--- src/rtl/elevator_pkg.sv ---
// Shared definitions for the elevator request panel: floor count, floor
// index names and the door sequencing states.
package elevator_pkg;

    localparam int NUM_FLOORS = 6;

    localparam logic [2:0] FLOOR_1  = 3'd0;
    localparam logic [2:0] FLOOR_2  = 3'd1;
    localparam logic [2:0] FLOOR_2M = 3'd2;
    localparam logic [2:0] FLOOR_3  = 3'd3;
    localparam logic [2:0] FLOOR_3M = 3'd4;
    localparam logic [2:0] FLOOR_4  = 3'd5;

    typedef enum logic [1:0] {
        IDLE  = 2'd0,
        OPEN  = 2'd1,
        CLOSE = 2'd2
    } door_state_e;

endpackage

--- src/rtl/button_sync_edge.sv ---
// Brings raw call buttons into the clk domain through two flops and emits a
// one-cycle pulse on each synchronized rising edge.
module button_sync_edge #(
    parameter int WIDTH = 6
) (
    input  logic             clk,
    input  logic             reset,
    input  logic [WIDTH-1:0] raw,
    output logic [WIDTH-1:0] pulse
);

    logic [WIDTH-1:0] meta;
    logic [WIDTH-1:0] sync;
    logic [WIDTH-1:0] prev;

    // NOTE: sequential state uses non-blocking assignments so every flop
    // samples the pre-edge value of its source; with blocking '=' the three
    // stages would collapse into one. Every stage is reset, so a button that
    // was mid-flight when reset hit cannot emit a stale edge after release.
    always_ff @(posedge clk or negedge reset) begin
        if (!reset) begin
            meta <= '0;
            sync <= '0;
            prev <= '0;
        end else begin
            meta <= raw;
            sync <= meta;
            prev <= sync;
        end
    end

    assign pulse = sync & ~prev;

endmodule

--- src/rtl/elevator_request_panel.sv ---
// Latches hall-call requests per floor and runs the door dwell sequence when
// the car stops at a requested floor, clearing that request as the door closes.
module elevator_request_panel #(
    parameter int DWELL_CYCLES = 8,
    parameter int NUM_FLOORS   = elevator_pkg::NUM_FLOORS
) (
    input  logic                  clk,
    input  logic                  reset,
    input  logic [NUM_FLOORS-1:0] buttons,
    input  logic                  cancel,
    input  logic [2:0]            floor_idx,
    input  logic                  arrived,
    output logic [NUM_FLOORS-1:0] destination,
    output logic                  door_open,
    output logic [2:0]            pending_count
);

    import elevator_pkg::*;

    localparam logic [7:0] DWELL_LAST  = 8'(DWELL_CYCLES - 1);
    localparam logic [3:0] FLOOR_LIMIT = 4'(NUM_FLOORS);

    door_state_e           state, state_next;
    logic [7:0]            dwell_cnt, dwell_cnt_next;
    logic [2:0]            served_idx, served_idx_next;
    logic [NUM_FLOORS-1:0] btn_pulse;
    logic [NUM_FLOORS-1:0] clear_mask;
    logic [NUM_FLOORS-1:0] dest_next;
    logic [2:0]            count_next;
    logic                  floor_hit;

    button_sync_edge #(
        .WIDTH (NUM_FLOORS)
    ) u_button_sync_edge (
        .clk   (clk),
        .reset (reset),
        .raw   (buttons),
        .pulse (btn_pulse)
    );

    // Out-of-range positions never match, so they can neither open nor clear.
    assign floor_hit = ({1'b0, floor_idx} < FLOOR_LIMIT) && destination[floor_idx];

    // NOTE: every signal written here gets a default before the case, so no
    // path leaves one unassigned and no latch is inferred.
    always_comb begin
        state_next      = state;
        dwell_cnt_next  = dwell_cnt;
        served_idx_next = served_idx;
        clear_mask      = '0;

        unique case (state)
            IDLE: begin
                if (arrived && floor_hit) begin
                    state_next      = OPEN;
                    served_idx_next = floor_idx;
                    dwell_cnt_next  = '0;
                end
            end
            OPEN: begin
                if (!arrived) begin
                    state_next = IDLE;
                end else if (btn_pulse[served_idx]) begin
                    dwell_cnt_next = '0;
                end else if (dwell_cnt == DWELL_LAST) begin
                    state_next             = CLOSE;
                    clear_mask[served_idx] = 1'b1;
                end else begin
                    dwell_cnt_next = dwell_cnt + 8'd1;
                end
            end
            CLOSE: begin
                state_next = IDLE;
            end
            default: begin
                state_next = IDLE;
            end
        endcase

        if (cancel) begin
            state_next     = IDLE;
            dwell_cnt_next = '0;
        end
    end

    // A fresh press on the same edge as the close-out keeps its bit set.
    always_comb begin
        dest_next  = cancel ? '0 : ((destination & ~clear_mask) | btn_pulse);
        count_next = '0;
        for (int i = 0; i < NUM_FLOORS; i++) begin
            count_next = count_next + 3'(dest_next[i]);
        end
    end

    always_ff @(posedge clk or negedge reset) begin
        if (!reset) begin
            state      <= IDLE;
            dwell_cnt  <= '0;
            served_idx <= '0;
            door_open  <= 1'b0;
        end else begin
            state      <= state_next;
            dwell_cnt  <= dwell_cnt_next;
            served_idx <= served_idx_next;
            door_open  <= (state_next == OPEN);
        end
    end

    always_ff @(posedge clk or negedge reset) begin
        if (!reset) begin
            destination   <= '0;
            pending_count <= '0;
        end else begin
            destination   <= dest_next;
            pending_count <= count_next;
        end
    end

endmodule

--- config.mk ---
export PLATFORM = sky130hd
export DESIGN_NAME = elevator_request_panel
export DESIGN_NICKNAME = d
export VERILOG_FILES = /design/src/rtl/elevator_pkg.sv /design/src/rtl/button_sync_edge.sv /design/src/rtl/elevator_request_panel.sv
export SDC_FILE = /design/constraint.sdc
export NUM_CORES = 1
export LEC_CHECK = 0
export ABC_CLOCK_PERIOD_IN_PS = 4800
export CAP_MARGIN = 30
export CORE_ASPECT_RATIO = 1.4
export CORE_MARGIN = 10
export CORE_UTILIZATION = 57
export CTS_BUF_LIST = sky130_fd_sc_hd__clkbuf_2 sky130_fd_sc_hd__clkbuf_4 sky130_fd_sc_hd__clkbuf_8
export CTS_CLUSTER_SIZE = 25
export DETAILED_ROUTE_END_ITERATION = 10
export PLACE_DENSITY = 0.81
export SYNTH_ARGS = -nofsm -noshare
export SYNTH_HDL_FRONTEND = slang
export SYNTH_SLANG_ARGS = --single-unit
--- constraint.sdc ---
create_clock -name clk -period 4.8 [get_ports clk]
set_clock_uncertainty 0.15 [all_clocks]
set_input_delay 1.2 -clock clk [delete_from_list [all_inputs] [get_ports clk]]
set_output_delay 1.2 -clock clk [all_outputs]
set_load 0.02 [all_outputs]
# Word level (Yosys, flattened, before mapping)
# Index checks and enable logic that the tools add are counted.
# totals
ff_bits,41
out_inout_bits,10
elab_cells,60
# classes
n_addsub,6
magnitude_cmp,4
n_eq_ne,6
mux,23
bitwise_logic,5
n_reduce_logical,7
# ops
cell,count
$mux W8,5
$mux W6,5
$pmux W8 S2,1
$and A6 B6 Y6,2
$not A6 Y6,2
$mux W2,5
$add A3 B1 Y3,3
$add A8 B1 Y8 const B,1
$eq A8 B3 Y1 const B,1
$lt A3 B4 Y1 const B,2
$bmux W1 S3,2
$ne A3 B3 Y1 const B,2
$or A6 B6 Y6,1
$eq A2 B1 Y1 const B,2
$ne A4 B4 Y1 const B,1
$pmux W2 S2,1
$reduce_and A4 Y1,1
$add A2 B1 Y3,1
$demux W1 S3,1
$ge A3 B1 Y1 const B,1
$logic_and A1 B1 Y1,3
$lt A3 B3 Y1 const B,1
$mux W1,3
$reduce_bool A3 Y1,1
other kinds (3),3

# Logic depth before layout (Yosys ltp)
# Gate-level depths: netlist of the first run.
# logic_depth
depth_word,17
ltp_mapped,11
mapped_depth_nobuf,11

# By module
# Synthesis of the first run repeated with hierarchy kept, for this count alone.
# hier_totals
hier_cells,160
area_unflattened_um2,1984.4
# by_module_without_submodules
mod,instances,cells_per_inst,area_each_um2,seq_area_each_um2
elevator_request_panel,1,136,1451.4,575.6
button_sync_edge,1,24,533.0,450.4

# Worst setup path after synthesis of the first run
# No wires, ideal clock.
# synth_path
path_kind,input port to flip-flop
start,input arrived
end,register pending_count[1]
arrival_ns,3.473
required_ns,4.515
slack_ns,1.042
stages,8
cell_sequence,nand3b_1 > nor3_2 > a311o_1 > fa_1 > fa_1 > inv_1 > ha_1 > fa_1
# synth_via
elab_chain_cells,11
# synth_lines
item,line,text
from (decl),elevator_request_panel.sv:12,"input logic arrived,"
$mux W6 (*),elevator_request_panel.sv:61,if (!arrived) begin
$mux W6 (*),elevator_request_panel.sv:52,unique case (state)
$not A6 Y6 (*),elevator_request_panel.sv:88,dest_next = cancel ? '0 : ((destination & ~clear_mask) | btn_pulse);
$and A6 B6 Y6 (*),elevator_request_panel.sv:88,
$or A6 B6 Y6 (*),elevator_request_panel.sv:88,
$mux W6 (*),elevator_request_panel.sv:88,
$add A1 B1 Y2,elevator_request_panel.sv:91,count_next = count_next + 3'(dest_next[i]);
$add A2 B1 Y3,elevator_request_panel.sv:91,
$add A3 B1 Y3 (2 in a row),elevator_request_panel.sv:91,
$add A3 B1 Y3 (*),elevator_request_panel.sv:91,
via count_next[1],elevator_request_panel.sv:29,logic [2:0] count_next;
to (signal assigned),elevator_request_panel.sv:115,pending_count <= count_next;
to (decl),elevator_request_panel.sv:15,output logic [2:0] pending_count
# Mark *: on every way through the listed nets, which the timed path passes. The rest lies on a longest branch.
# A chain may end at the register's enable or synchronous reset.

# Worst setup path in the final report of the first run
# Same ends and word-level chain as after synthesis.

==> results.toml, run 1 <==
[placed_design]
dp_hpwl_um = 3004
place_area_um2 = 2130
gp_congestion = 0.8815
placed_cells = 212
port_buffers = 22

[route]
antenna_left = 0
wl_per_cell_um = 17.80
drt_first_iter_violations = 94
firstDrtPassIters = 4
drt_wl_total_um = 3917
vias_per_cell = 6.009
routed-via-count = 1322
drc = 0

[global_route]
gr-usage-met3 = 0.05882
met2_usage = 0.2675
grt_max_degree = 42
grt_pass1_wl_um = 6789
gr-usage-all-layers = 0.1506
grt_use_met1 = 0.1503
busiest_layer = "met2"
grt_antenna_before_repair = 0
grt_overflow_total = 0
grt_pass1_vias = 1449

[yosys]
synthMuxAreaShare = 0.02804
syn_area_um2 = 1874
post_synth.cell_area_avg_um2 = 12.17
ys_top_cells_by_count = "dfrtp_1, nand2b_1, nor2_1, nand2_1, nor2b_1"
yosys.area_share.adder = 0.04539
ys_ff_latch = 41
synth.top_cells.by_area = "dfrtp_1, nand2b_1, fa_1"
syn_inst = 154
synth_compound_area_frac = 0.1575
synth_nets = 172
synth_top_cell_area_share = 0.5474
ys.flop_type = "dfrtp_1"
synth.most_common_cell = "dfrtp_1"
synth_top_family_by_area = "simple AND/OR/NAND/NOR gates"
yosys_warnings = 0
synth-edff-count = 0
synth_cell_types = 48
synth_xor_area_frac = 0.004673
synth_top_cell_by_area = "dfrtp_1"
ys_seq_area_frac = 0.5474
async_flop_share = 1.000
synth-simple-area-share = 0.1983

[clock_network]
cts.path.max_buffers = 2
holdBufCountCts = 0
cts_tree = "built"
cts_root_buf = "clkbuf_8"
post_cts_buffers = 0
cts_max_level = 2
cts_buffers = 5
ctsResizeCount = 0
clk_pin_slew_worst_paths_ns = 0.09
numClockSinks = 41
clock_latency_ns = 0.30

[sta]
hold_viol = 0
final_max_slew_viol_count = 0
rsz0062_at_grt = "no"
tightest_slew_ns = 0.8831
post-route-period-util = 0.8728
min_period_ns = 4.190
setup-violations-final = 0
whs_ns = 0.2068
maxSlewHeadroom = 0.4113
max_freq_mhz = 238.7
setup-tns-final_ns = 0

[setup_path]
crit_type = "in2reg"
critPathLaunchType = "input port"
critPathBufInv = 2
critPathMaxFanout = 6
arrival_ns = 4.22
crit_path_frequent_cell = "fa_1"
slowest_stage = "fa_1"
required_ns = 4.83
crit_family = "adder cells"
critPathMaxStageDelay_ns = 0.50
path_cells = "clkdlybuf4s50_1 > nand3b_1 > nor3_2 > a311o_1 > fa_1 > fa_1 > inv_1 > ha_1 > fa_1"
end_kind = "register"

[finish]
drive_above_1_share = 0.1326
diodes = 0
area_growth_pct = 18.83
fin_nets = 198
final_area_um2 = 2227
finish.cell_count_without_fillers = 220

[die]
die_w_um = 68.47
die-area_um2 = 6015
coreArea_um2 = 3153
rows = 24
start_util = 0.5944
die-height_um = 87.85
ios = 23

[status]
status = "finished, final reports clean"

[power]
max-vdd-ir-drop_v = 0.0003354
power.density_nw_per_um2 = 352.9
power_leakage_uw = 0.0009293

[min_path]
hold_class = "reg2reg"

[flow_run]
drv_cap = 0
cell type report:
class                           count  area, µm²
Sequential cell                    41       1026
Fill cell                         229      925.9
Multi-Input combinational cell    104      813.3
Timing Repair Buffer               23      222.7
Clock buffer                        5      68.82
Tap cell                           39      48.80
Clock inverter                      3      28.78
Inverter                            5      18.77
layer usage:
layer | wire length [µm] | vias to the layer above
li1 | - | 619
met1 | 1486 | 664
met2 | 2190 | 32
met4 | 66 | 0
met3 | 173 | 7
met5 | 0 | -
metrics by stage:
| stage | utilization | worst slack, ns | power (µW) |
|---|---|---|---|
| after floorplan | - | 1.042 | 485.9 |
| after global placement | 0.6754 | 0.4218 | 546.3 |
| after detailed placement | 0.6754 | 0.3333 | 550.2 |
| after CTS | 0.7063 | 0.6338 | 794.6 |
| after global routing | 0.7063 | 0.5722 | 833.3 |
| final | 0.7063 | 0.6105 | 786.1 |
worst paths after layout:
path | startpoint | to | slack (ns) | cells past startpoint
max | arrived | pending_count[1] | 0.61 | 9
min | u_button_sync_edge.meta[3] | u_button_sync_edge.sync[3] | 0.21 | 0
max reg2reg | dwell_cnt[5] | pending_count[1] | 0.90 | 10
min reg2reg | u_button_sync_edge.meta[3] | u_button_sync_edge.sync[3] | 0.21 | 0
max in group asynchronous | reset | door_open | 3.09 | 1
min in group asynchronous | reset | dwell_cnt[3] | 0.86 | 1
sequential cells by signal (all words and copies together) (netlist names):
register / cells
door_open: 1
served_idx: 3
pending_count: 3
destination: 6
u_button_sync_edge.meta: 6
state: 2
u_button_sync_edge.prev: 6
u_button_sync_edge.sync: 6
dwell_cnt: 8
report_power, final:
part           internal, µW  switching [µW]  total (µW)
registers               372            29.3         401
logic                  61.6            79.6         141
clock network           110             134         243
placed cells by master (no fill, tap or decap), types with 4 or more instances in the layout:
cell type / n
a311oi_1: 5
clkbuf_8: 5
nand3_1: 4
clkdlybuf4s50_1: 21
nor2_1: 8
nand2b_1: 10
nor2b_1: 7
nand2_1: 7
dfrtp_1: 41
o2bb2ai_1: 5
a311o_1: 4
nor3_2: 4
inv_1: 5
logic make-up after synthesis:
kind of cell	count (synthesis)
AND/OR/NAND/NOR	59
flip-flops	41
AO/OA/AOI/OAI	34
buffers and inverters	9
multiplexers	5
adder cells (fa/ha/maj)	5
XOR/XNOR	1
worst register-to-register path, cell delays in order (launching register included):
cell and delay, ns:
dfrtp_1 0.45, or4_1 0.53, nor3_2 0.30, nand2_1 0.18, nor3_2 0.33, a311o_1 0.26, fa_1 0.44, fa_1 0.50
inv_1 0.05, ha_1 0.18, fa_1 0.42
No activity file was read; power rests on OpenSTA's default activity.
==> run 2, diff against run 1 <==
--- a/config.mk
+++ b/config.mk
@@ -5,6 +5,7 @@
 export SDC_FILE = /design/constraint.sdc
 export NUM_CORES = 1
 export LEC_CHECK = 0
+export ABC_AREA = 1
 export ABC_CLOCK_PERIOD_IN_PS = 4800
 export CAP_MARGIN = 30
 export CORE_ASPECT_RATIO = 1.4
@@ -13,6 +14,7 @@
 export CTS_BUF_LIST = sky130_fd_sc_hd__clkbuf_2 sky130_fd_sc_hd__clkbuf_4 sky130_fd_sc_hd__clkbuf_8
 export CTS_CLUSTER_SIZE = 25
 export DETAILED_ROUTE_END_ITERATION = 10
+export MAX_ROUTING_LAYER = met4
 export PLACE_DENSITY = 0.81
 export SYNTH_ARGS = -nofsm -noshare
 export SYNTH_HDL_FRONTEND = slang
==> results.toml, run 2 <==
[power]
power.density_nw_per_um2 = 347.2
pwr-share-seq = 0.477
p_int_uw = 599.7
switching_power_uw = 214.0
power_leakage_uw = 0.001117
max-vdd-ir-drop_v = 0.0002373
p_sw_frac = 0.2630
p_comb_frac = 0.172
clkPwrFrac = 0.351

[min_path]
hold_path_depth = 0
hold_class = "reg2reg"

[yosys]
async_flop_share = 1.000
ys_seq_area_frac = 0.5196
ys_top_cells_by_count = "nand2_1, dfrtp_1, inv_1, nor2_1"
synth_nets = 221
syn_inst = 203
ys_ff_latch = 41
synth.most_common_cell = "nand2_1"
synth_top_cell_area_share = 0.5196
yosys_warnings = 0
synth_cell_types = 31
synth-edff-count = 0
post_synth.cell_area_avg_um2 = 9.726
synth_top_cell_by_area = "dfrtp_1"
syn_area_um2 = 1974
synth.top_cells.by_area = "dfrtp_1, nand2_1, nand3_2"
ys.flop_type = "dfrtp_1"

[sta]
rsz0062_at_grt = "no"
post-route-period-util = 0.8370
maxSlewHeadroom = 0.4184
final_max_slew_viol_count = 0
layout_setup_ws_ns = 0.7826
tightest_slew_ns = 0.8724
setup-violations-final = 0
setup-tns-final_ns = 0
whs_ns = 0.1963
hold_viol = 0
min_period_ns = 4.017
max_freq_mhz = 248.9

[finish]
fillers = 243
largest_register_ffs = 8
fin_nets = 249
diodes = 0
top_register = "dwell_cnt"
drive_above_1_share = 0.1638
layout_common_cells = "nand2_1, dfrtp_1, inv_1, clkdlybuf4s50_1, nor2_1"
final_common_cell = "nand2_1"
area_growth_pct = 18.69

[setup_path]
critPathBufInv = 3
end_kind = "register"
required_ns = 4.82
critPathMaxStageDelay_ns = 0.52
path_cells = "clkdlybuf4s50_1 > nor3b_2 > buf_4 > nand4_1 > nand2_1 > nand2_1 > nand2_1 > fa_1 > fa_1 > inv_1 > ha_1 > fa_1"
worst-path-stages = 12
slowest_stage = "clkdlybuf4s50_1"
crit_type = "in2reg"
critPathMaxFanout = 8
worstRegToRegCells = 12
critPathLaunchType = "input port"
crit_family = "adder cells"
arrival_ns = 4.04

[global_route]
grt_antenna_before_repair = 0
gr-usage-all-layers = 0.1406
grt_pass1_wl_um = 6789
grt_pass1_vias = 1486
grt_overflow_total = 0
grt_max_degree = 42

[clock_network]
cts.path.max_buffers = 2
numClockSinks = 41
ctsResizeCount = 0
cts_buffers = 5
clk_pin_slew_worst_paths_ns = 0.07
post_cts_buffers = 0
cts_root_buf = "clkbuf_8"
cts_tree = "built"
holdBufCountCts = 0
cts_max_level = 2
clock_latency_ns = 0.29

[flow_run]
drv_cap = 0

[placed_design]
dp_slack_ns = 0.4731
dp_hpwl_um = 2851
port_buffers = 22
gp_congestion = 0.8926

[die]
die-area_um2 = 6251
die_w_um = 69.74
coreArea_um2 = 3347
ios = 23
die-height_um = 89.64
start_util = 0.5899
rows = 25

[route]
drt_first_iter_violations = 161
drc = 0
vias_per_cell = 5.379
firstDrtPassIters = 5
routed-via-count = 1463
wl_per_cell_um = 14.43
antenna_left = 0
drt_wl_total_um = 3925

[status]
status = "finished, final reports clean"
## run 2: cell count changes after synthesis, sizes merged, moves of 4 or more
cell / delta
nor3: -4
inv: +19
o2bb2ai: -5
nand2b: -10
a21oi: +4
nand2: +49
nor2b: -7
a311oi: -5
nand4: +9
nor2: +14
a311o: -4
nand3: +14
## run 2: cells by family after synthesis
logic type / synth area share
AO/OA/AOI/OAI: 0.03865
XOR/XNOR: 0.02218
adder cells (fa/ha/maj): 0.04309
buffers and inverters: 0.06147
flip-flops: 0.5196
AND/OR/NAND/NOR: 0.3150
## run 2: metal layers
layer | vias to the layer above | global-route usage | routed length, µm
li1 | 698 | - | -
met1 | 706 | 0.1478 | 1578
met2 | 45 | 0.2325 | 2005
met3 | 14 | 0.04180 | 197
met4 | 0 | 0.08453 | 143
met5 | - | - | 0
## run 2: path summary, 6_finish.rpt
path	startpoint	to	slack, ns
setup / recovery	arrived	pending_count[1]	0.78
hold / removal	u_button_sync_edge.meta[0]	u_button_sync_edge.sync[0]	0.20
setup reg to reg	dwell_cnt[0]	pending_count[1]	1.27
hold reg to reg	u_button_sync_edge.meta[0]	u_button_sync_edge.sync[0]	0.20
max in group asynchronous	reset	u_button_sync_edge.prev[3]	3.08
min in group asynchronous	reset	destination[2]	0.87
## run 2: final cells by class
cell class	count	area [µm²]	area share
clock buffer	7	90.09	0.03844
sequential	41	1026	0.4378
inverter	24	90.09	0.03844
timing repair buffer	24	230.2	0.09824
clock inverter	1	30.03	0.01281
tap	40	50.05	0.02136
multi-input combinational	135	827.0	0.3529
## run 2: per-stage QoR
step                      instance area, µm²    util  total power [µW]  std cells
after floorplan                         1974       -             476.1        203
after global placement                  2223  0.6643             529.0        264
after detailed placement                2223  0.6643             536.2        264
after CTS                               2344  0.7002             824.3        272
after global routing                    2344  0.7002             856.0        272
final                                   2344  0.7002             813.6        272
## run 2: power groups by stage
stage / sequential, µW / clock, µW / combinational (µW)
finish: 388 / 286 / 140
global route: 391 / 308 / 157
CTS: 388 / 294 / 143
detailed placement: 394 / 0 / 142
global placement: 393 / 0 / 136
floorplan: 403 / 0 / 73.4
